[src/rtl/seg7_scan_driver.sv]
// -----------------------------------------------------------------------------
// seg7_scan_driver
//
// Time-multiplexed 4-digit 7-segment driver for an MM:SS display. Scans one
// digit per slot of REFRESH_DIV cycles. The first BLANK_CYC cycles of every
// slot keep all anodes off (anti-ghosting). The BCD input is snapshotted once
// per frame, so a frame never mixes digits from two different counts. The
// colon (DP on the M0 digit) can blink every BLINK_FRAMES frames.
//
// Optional feature (compile-time macro):
//   SEG7_LZ_BLANK_EN : blank the M1 digit when it is zero (" 5:30").
//
// Ports:
//   CLK   in   1   system clock, rising edge
//   RST   in   1   asynchronous, active-low reset
//   BCD   in  16   packed digits {M1, M0, S1, S0}
//   BLINK in   1   1 = colon blinks, 0 = colon steady on
//   SEG   out  7   segments {g,f,e,d,c,b,a}, active-low
//   DP    out  1   decimal point used as the colon, active-low
//   AN    out  4   digit anodes, active-low; AN[0] = S0 ... AN[3] = M1
// -----------------------------------------------------------------------------
module seg7_scan_driver #(
    parameter int REFRESH_DIV  = 50000,
    parameter int BLANK_CYC    = 4,
    parameter int BLINK_FRAMES = 125
) (
    input  logic        CLK,
    input  logic        RST,
    input  logic [15:0] BCD,
    input  logic        BLINK,
    output logic [6:0]  SEG,
    output logic        DP,
    output logic [3:0]  AN
);

    localparam int PW = $clog2(REFRESH_DIV);
    localparam int FW = (BLINK_FRAMES > 1) ? $clog2(BLINK_FRAMES) : 1;

    localparam logic [6:0] SEG_OFF  = 7'b1111111;
    localparam logic [6:0] SEG_DASH = 7'b0111111;

    logic [PW-1:0] pcnt;
    logic [1:0]    idx;
    logic [FW-1:0] fcnt;
    logic          blink_ph;
    logic [15:0]   snap;

    logic          slot_end;
    logic          frame_end;
    logic          frame_start;
    logic [15:0]   snap_eff;
    logic [3:0]    digit;
    logic          active;
    logic [6:0]    glyph;
    logic [6:0]    seg_next;
    logic          dp_next;
    logic [3:0]    an_next;

    assign slot_end    = (pcnt == PW'(REFRESH_DIV - 1));
    assign frame_end   = slot_end && (idx == 2'd3);
    assign frame_start = (pcnt == '0) && (idx == 2'd0);

    // The snapshot register loads on the same edge that starts the frame, so
    // decode looks through to BCD on that edge. This only matters when
    // BLANK_CYC is 0 and the first frame cycle is already visible.
    assign snap_eff = frame_start ? BCD : snap;

    // NOTE: every signal assigned in always_comb gets a default first so that
    // no path leaves it unassigned, which would otherwise infer a latch.
    always_comb begin
        digit = 4'd0;
        case (idx)
            2'd0: digit = snap_eff[3:0];
            2'd1: digit = snap_eff[7:4];
            2'd2: digit = snap_eff[11:8];
            2'd3: digit = snap_eff[15:12];
            default: digit = 4'd0;
        endcase

        glyph = SEG_DASH;
        case (digit)
            4'd0: glyph = 7'b1000000;
            4'd1: glyph = 7'b1111001;
            4'd2: glyph = 7'b0100100;
            4'd3: glyph = 7'b0110000;
            4'd4: glyph = 7'b0011001;
            4'd5: glyph = 7'b0010010;
            4'd6: glyph = 7'b0000010;
            4'd7: glyph = 7'b1111000;
            4'd8: glyph = 7'b0000000;
            4'd9: glyph = 7'b0010000;
            default: glyph = SEG_DASH;
        endcase

        active = (pcnt >= PW'(BLANK_CYC));
`ifdef SEG7_LZ_BLANK_EN
        // Leading-zero blanking: the M1 slot keeps its timing but stays dark.
        if (idx == 2'd3 && snap_eff[15:12] == 4'd0) begin
            active = 1'b0;
        end
`endif

        seg_next = active ? glyph : SEG_OFF;
        an_next  = active ? ~(4'b0001 << idx) : 4'b1111;
        dp_next  = ~(active && (idx == 2'd2) && (!BLINK || blink_ph));
    end

    // NOTE: sequential state uses non-blocking assignments so every register
    // samples pre-edge values regardless of statement order.
    always_ff @(posedge CLK or negedge RST) begin
        if (!RST) begin
            pcnt     <= '0;
            idx      <= 2'd0;
            fcnt     <= '0;
            blink_ph <= 1'b1;
            snap     <= 16'h0000;
            SEG      <= SEG_OFF;
            DP       <= 1'b1;
            AN       <= 4'b1111;
        end else begin
            if (frame_start) begin
                snap <= BCD;
            end

            if (slot_end) begin
                pcnt <= '0;
                idx  <= idx + 2'd1;
            end else begin
                pcnt <= pcnt + PW'(1);
            end

            // Frame counter advances on the last cycle of a frame, so the
            // colon phase changes exactly at a frame boundary.
            if (frame_end) begin
                if (fcnt == FW'(BLINK_FRAMES - 1)) begin
                    fcnt     <= '0;
                    blink_ph <= ~blink_ph;
                end else begin
                    fcnt <= fcnt + FW'(1);
                end
            end

            SEG <= seg_next;
            DP  <= dp_next;
            AN  <= an_next;
        end
    end

endmodule
[config.mk]
export PLATFORM = sky130hd
export DESIGN_NAME = seg7_scan_driver
export DESIGN_NICKNAME = d
export VERILOG_FILES = /design/src/rtl/seg7_scan_driver.sv
export SDC_FILE = /design/constraint.sdc
export NUM_CORES = 1
export LEC_CHECK = 0
export ABC_AREA = 1
export ABC_CLOCK_PERIOD_IN_PS = 2700
export BUFFER_PORTS_ARGS = -buffer_cell sky130_fd_sc_hd__buf_4
export CAP_MARGIN = 20
export CORE_ASPECT_RATIO = 1.75
export CORE_MARGIN = 2
export CORE_UTILIZATION = 45
export CTS_BUF_LIST = sky130_fd_sc_hd__clkbuf_4 sky130_fd_sc_hd__clkbuf_8
export CTS_CLUSTER_DIAMETER = 200
export CTS_CLUSTER_SIZE = 40
export DETAILED_ROUTE_END_ITERATION = 8
export GPL_TIMING_DRIVEN = 0
export PLACE_DENSITY = 0.74
export SYNTH_ARGS = -nofsm -noshare
export SYNTH_HDL_FRONTEND = slang
export SYNTH_SLANG_ARGS = --single-unit
[constraint.sdc]
create_clock -name CLK -period 2.7 [get_ports CLK]
set_input_delay 0.405 -clock CLK [delete_from_list [all_inputs] [get_ports CLK]]
set_output_delay 0.405 -clock CLK [all_outputs]
set_load 0.01 [all_outputs]
# After elaboration in Yosys (flattened, before gate mapping)
# Memories as Yosys holds them, arrays and structs flattened.
# Cells that the tools add are included.
totals:
  mem_bits_rw: 0
  rom_bits: 112
  output_inout_bits: 12
  mem_count: 1
  in_bits: 19
  latchBits: 0
  register_bits: 54
memory_table:
  columns: ["memory", "words", "width", "read_ports", "rd_clocked_by_memory_dff", "wr", "line_no", "rtl"]
  rows:
  - ["(no name shown)", 16, 7, 1, 0, 0, "81", "case (digit)"]
op_classes:
  shifts: 1
  n_mul: 0
  addsub: 3
  order_cmp: 1
  n_reduce_logical: 9
  n_div: 0
  muxes: 6
  bitwise: 3
  eq_ne: 5
op_table:
  columns: ["operator", "count"]
  rows:
  - ["2-to-1 mux 16 bit", 2]
  - ["adder 16 x 1 -> 16 bit, second input constant", 1]
  - ["equality test 16 bit, second input constant", 1]
  - [">= comparator 16 x 3 -> 1 bit, second input constant", 1]
  - ["zero test 16 bit", 1]
  - ["one-hot mux 4 bit (4 select lines)", 1]
  - ["2-to-1 mux 7 bit", 2]
  - ["adder 7 x 1 -> 7 bit, second input constant", 1]
  - ["equality test 7 bit, second input constant", 1]
  - ["equality test 2 bit, second input constant", 2]
  - ["logical AND 1 bit", 4]
  - ["2-to-1 mux 4 bit", 1]
  - ["NOT 4 bit", 1]
  - ["left shift 1 x 2 -> 4 bit, first input constant", 1]
  - ["adder 2 x 1 -> 2 bit, second input constant", 1]
  - ["equality test 2 x 1 -> 1 bit, second input constant", 1]
  - ["zero test 2 bit", 1]
  - ["NOT 1 bit", 2]
  - ["AND reduction 2 bit", 1]
  - ["zero test 1 bit", 1]
  - ["logical OR 1 bit", 1]

# Longest topological paths before layout
# An unclocked memory read counts as a cell.
depth:
  word_depth: 6
  mapped_depth: 18

# Least setup slack after synthesis
# OpenSTA, ideal clock, no wires.
synth_timing:
  kind: "reg-to-reg"
  startpoint: "reg idx[0]"
  endpoint: "reg SEG[6]"
  stages_incl_launch_ff: 18
  setup_slack_ns: 0.554
  synth_period_minus_slack_ns: 2.146
  setup_time_ns: 0.087
  arrival_time_ns: 2.059
  t_required_ns: 2.613
  n_path_buf: 1
  path_cell_list: "dfrtp_1 -> inv_1 -> ha_1 -> nand2_1 -> inv_1 -> nand2_1 -> nor2_4 -> nand2_4 -> buf_6 -> nor2_1 -> o21bai_1 -> nand2_1 -> o21ai_2 -> inv_1 -> ha_1 -> nand3b_1 -> nand3_1 -> nand2_1"
synth_between:
  elab_chain_len: 6
synth_rtl:
  columns: ["element", "line_no", "rtl"]
  rows:
  - ["start: declaration", "43", "logic [1:0] idx;"]
  - ["start signal: assignment", "127", "idx <= idx + 2'd1;"]
  - ["zero test 2 bit", "61, 72", null]
  - ["logical AND 1 bit", "61", "assign frame_start = (pcnt == '0) && (idx == 2'd0);"]
  - ["2-to-1 mux 16 bit", null, null]
  - ["one-hot mux 4 bit (4 select lines) *", "72", "case (idx)"]
  - ["memory (16 x 7 bit) *", null, null]
  - ["2-to-1 mux 7 bit *", "103", "seg_next = active ? glyph : SEG_OFF;"]
  - ["net seg_next[6]", "55", "logic [6:0] seg_next;"]
  - ["end signal: assignment", "143", "SEG <= seg_next;"]
  - ["end: declaration", "31", "output logic [6:0] SEG,"]
# The timed path passes the listed nets; every way through them passes the cells marked *.
# A chain may end at the register's enable or synchronous reset.

# Final worst setup path
layout_timing:
  startpoint: "reg idx[1]"
  endpoint: "reg SEG[3]"
# The elaborated chain is that of the path after synthesis.

==> metrics.md <==
| Metric | Value |
|---|---|
| Status | `completed` |
| Arr. time, crit path | `2.68 ns` |
| Yosys warning count | `0` |
| Placed Area | `3303 µm²` |
| Delay-heaviest family, CP | `simple AND/OR/NAND/NOR gates` |
| Hold WC Path Type | `in2async` |
| Fin. Hold Viols | `0` |
| F_max | `413.0 MHz` |
| Crit path required time | `2.96 ns` |
| Clk buf depth | `2` |
| Post-synth ARST share | `100.0%` |
| Most common cell on crit path | `nand3_1` |
| Placeable Area | `6441 µm²` |
| Slowest cell on crit path | `dfrtp_1` |
| Largest net degree at the start of global routing | `55` |
| Mapped cell area | `2975 µm²` |
| Worst setup EP type | `flop` |
| Final setup fails | `0` |
| Layout cells sized above 1 | `22.28%` |
| Min cycle time layout | `2.421 ns` |
| Fin area | `3393 µm²` |
| CTS tree | `built` |
| Number of buffers and inverters on the critical path | `3` |
| DIE AREA | `7304 µm²` |
| Die boundary width | `65.47 µm` |
| Residual DRC count | `0` |
| Final TNS setup | `0 ns` |
| EDFF count, synth | `0` |
| Fin nets | `419` |
| Crit path cell chain | `inv_1, ha_1, nand2_1, inv_1, nand2_1, nor2_4, buf_6, nand3b_1, nand3_1, nand2_1, o21ai_2, ha_1, nand3_1, nand3_1, nand3_1` |
| Pre-CTS WS | `0.2199 ns` |
| Detail Route Antenna Nets | `0` |
| VDD IR max | `0.2937 mV` |
| H-tree lvl count | `2` |
| Pre-Repair DR Iteration Count | `4` |
| Headroom to the max-slew limit | `55.64%` |
| Vias/cell | `4.904` |
| Register area share after synthesis | `45.96%` |
| Pleak | `1.662 nW` |
| Worst-path fanout max | `10` |
| # diodes | `0` |
| Setup bufs post-CTS | `0` |
| Main flop type after synthesis | `dfrtp_1` |
| IO buf count | `30` |
| Max-cap violations | `0` |
| Die Ht | `111.6 µm` |
| Routed Wire Length | `5.948 mm` |
| Placer Congestion | `0.8901` |
| Wire per inst | `12.71 µm` |
| Gr ovfl total | `0` |
| I/O pins | `31` |
| Total GRT Usage | `18.11%` |
| Worst Setup Path Type | `reg2reg` |
| Number of global-route vias before repair | `2384` |
| WHS | `0.1058 ns` |
| RSZ-0062 raised after global routing | `false` |
| Detailed Place HPWL | `4.560 mm` |
| Max-slew violations | `0` |
| Area growth syn-to-layout | `14.05%` |
| Rows | `39` |
| Fin crit share | `89.68%` |
| Via Count | `2295` |
| Slew of the pin with the lowest slew margin | `0.6653 ns` |
| Initial antenna violation count | `0` |
| Clk slew on worst S/H paths | `0.10 ns` |
| Synthesized instance count | `348` |
| Clock Sinks | `54` |
| Synth Net Count | `382` |
| Final WS setup | `0.2786 ns` |
| Power density over the cells | `419.5 nW/µm²` |
| Num CTS Buffers | `5` |
| Startpoint types | `flop` |
| Most common cell after layout, fill and taps aside | `nand2_1` |
| Worst-Skew Late Latency | `0.32 ns` |
| Clock Root Buffer | `clkbuf_8` |
| Unique masters post-synth | `34` |
| Design Power | `0.001423 W` |
| Global-route wire length before repair | `10.21 mm` |
| Synthesized area per cell | `8.550 µm²` |
| CP max stage delay | `0.41 ns` |
| Yosys reg bits | `54` |
| Clock Skews | `0.01015 ns` |
| Most frequent cells in the layout | `59 x nand2_1, 56 x inv_1, 41 x dfrtp_1` |
| Initial Utilization | `46.19%` |
| Initial DRC Count | `166` |
==> kinds of logic after synthesis <==
group,count (synthesis),share of synthesized area [%]
flops,54,45.96
xor+xnor,6,1.766
fa+ha+maj,15,6.308
simple gates,175,29.94
compound gates,33,7.065
buf+inv,65,8.957
==> flip-flops by register name (all words and copies together) (netlist names) <==
name and count:
AN 4, DP 1, SEG 7, blink_ph 1, fcnt 7, idx 2
pcnt 16, snap 16
==> worst reg2reg max path: stages, from the launching register on <==
cell      delay, ns
dfrtp_1        0.41
inv_1          0.12
ha_1           0.18
nand2_1        0.05
inv_1          0.05
nand2_1        0.08
nor2_4         0.13
buf_6          0.16
nand3b_1       0.11
nand3_1        0.10
nand2_1        0.06
o21ai_2        0.30
ha_1           0.31
nand3_1        0.14
nand3_1        0.10
nand3_1        0.07
==> final timing paths <==
| kind | startpoint | end | slack (ns) | depth (start not counted) |
|---|---|---|---|---|
| min in group CLK | BCD[8] | snap[8] | 0.30 | 2 |
| max in group asynchronous | RST | idx[0] | 2.15 | 1 |
| worst max register to register | idx[1] | SEG[3] | 0.28 | 15 |
| worst min register to register | snap[1] | snap[1] | 0.49 | 2 |
| worst min-delay path | RST | pcnt[12] | 0.11 | 1 |
| worst max-delay path | idx[1] | SEG[3] | 0.28 | 15 |
==> metal layers <==
| metal | wire [µm] | track usage (%) | part of all wire (%) | vias to the layer above |
|---|---|---|---|---|
| met5 | 0 | 0 | 0 | - |
| met4 | 161 | 8.889 | 2.7 | 0 |
| met3 | 179 | 4.242 | 3.0 | 14 |
| met2 | 3415 | 33.88 | 57 | 36 |
| met1 | 2193 | 17.87 | 37 | 1073 |
| li1 | - | - | - | 1172 |
==> power breakdown <==
group	internal, W	switching [W]	leakage, nW
clock	0.000195	0.000273	0.0490
combinational	0.0000522	0.0000616	0.955
sequential	0.000836	0.00000574	0.658
total	0.00108	0.000340	1.66
==> cells in the mapped netlist (2+ instances only) <==
master	instances	share of area, %
a21oi_1	11	1.9
a31oi_1	2	0.42
and2_1	9	1.9
buf_6	3	1.1
dfrtp_1	41	34
dfstp_2	13	11
ha_1	15	6.3
inv_1	58	7.3
inv_2	3	0.38
nand2_1	59	7.4
nand2_2	10	2.1
nand3_1	33	5.6
nand3_2	4	1.3
nand3b_1	10	2.5
nand4_1	6	1.3
nor2_1	27	3.4
nor2_2	3	0.63
nor2_4	4	1.5
nor3_1	5	0.84
o21a_1	3	0.76
o21ai_0	9	1.5
o21ai_1	2	0.34
o21ai_4	2	1.1
xor2_1	6	1.8
==> final cells by class <==
cell class / count / area [µm²]
sequential: 54 / 1368
clock buffer: 6 / 76.32
tap: 82 / 102.6
inverter: 61 / 229.0
multi-input combinational: 229 / 1341
fill: 614 / 3048
timing repair buffer: 30 / 225.2
buffer: 4 / 37.54
clock inverter: 2 / 13.76
==> timing repair <==
| item | CTS | global route |
|---|---|---|
| endpoints found under the setup margin | 0 | 4 |
| hold buffers | 0 | 0 |
| gates resized for setup | 0 | 2 |
==> metrics by stage <==
stage               util (%)  cells
finish                 52.68    468
global route           52.68    468
CTS                    52.68    468
detailed placement     51.28    460
global placement       51.28    460
floorplan                  -    348
Note: power is estimated with default switching activity, not from simulation.
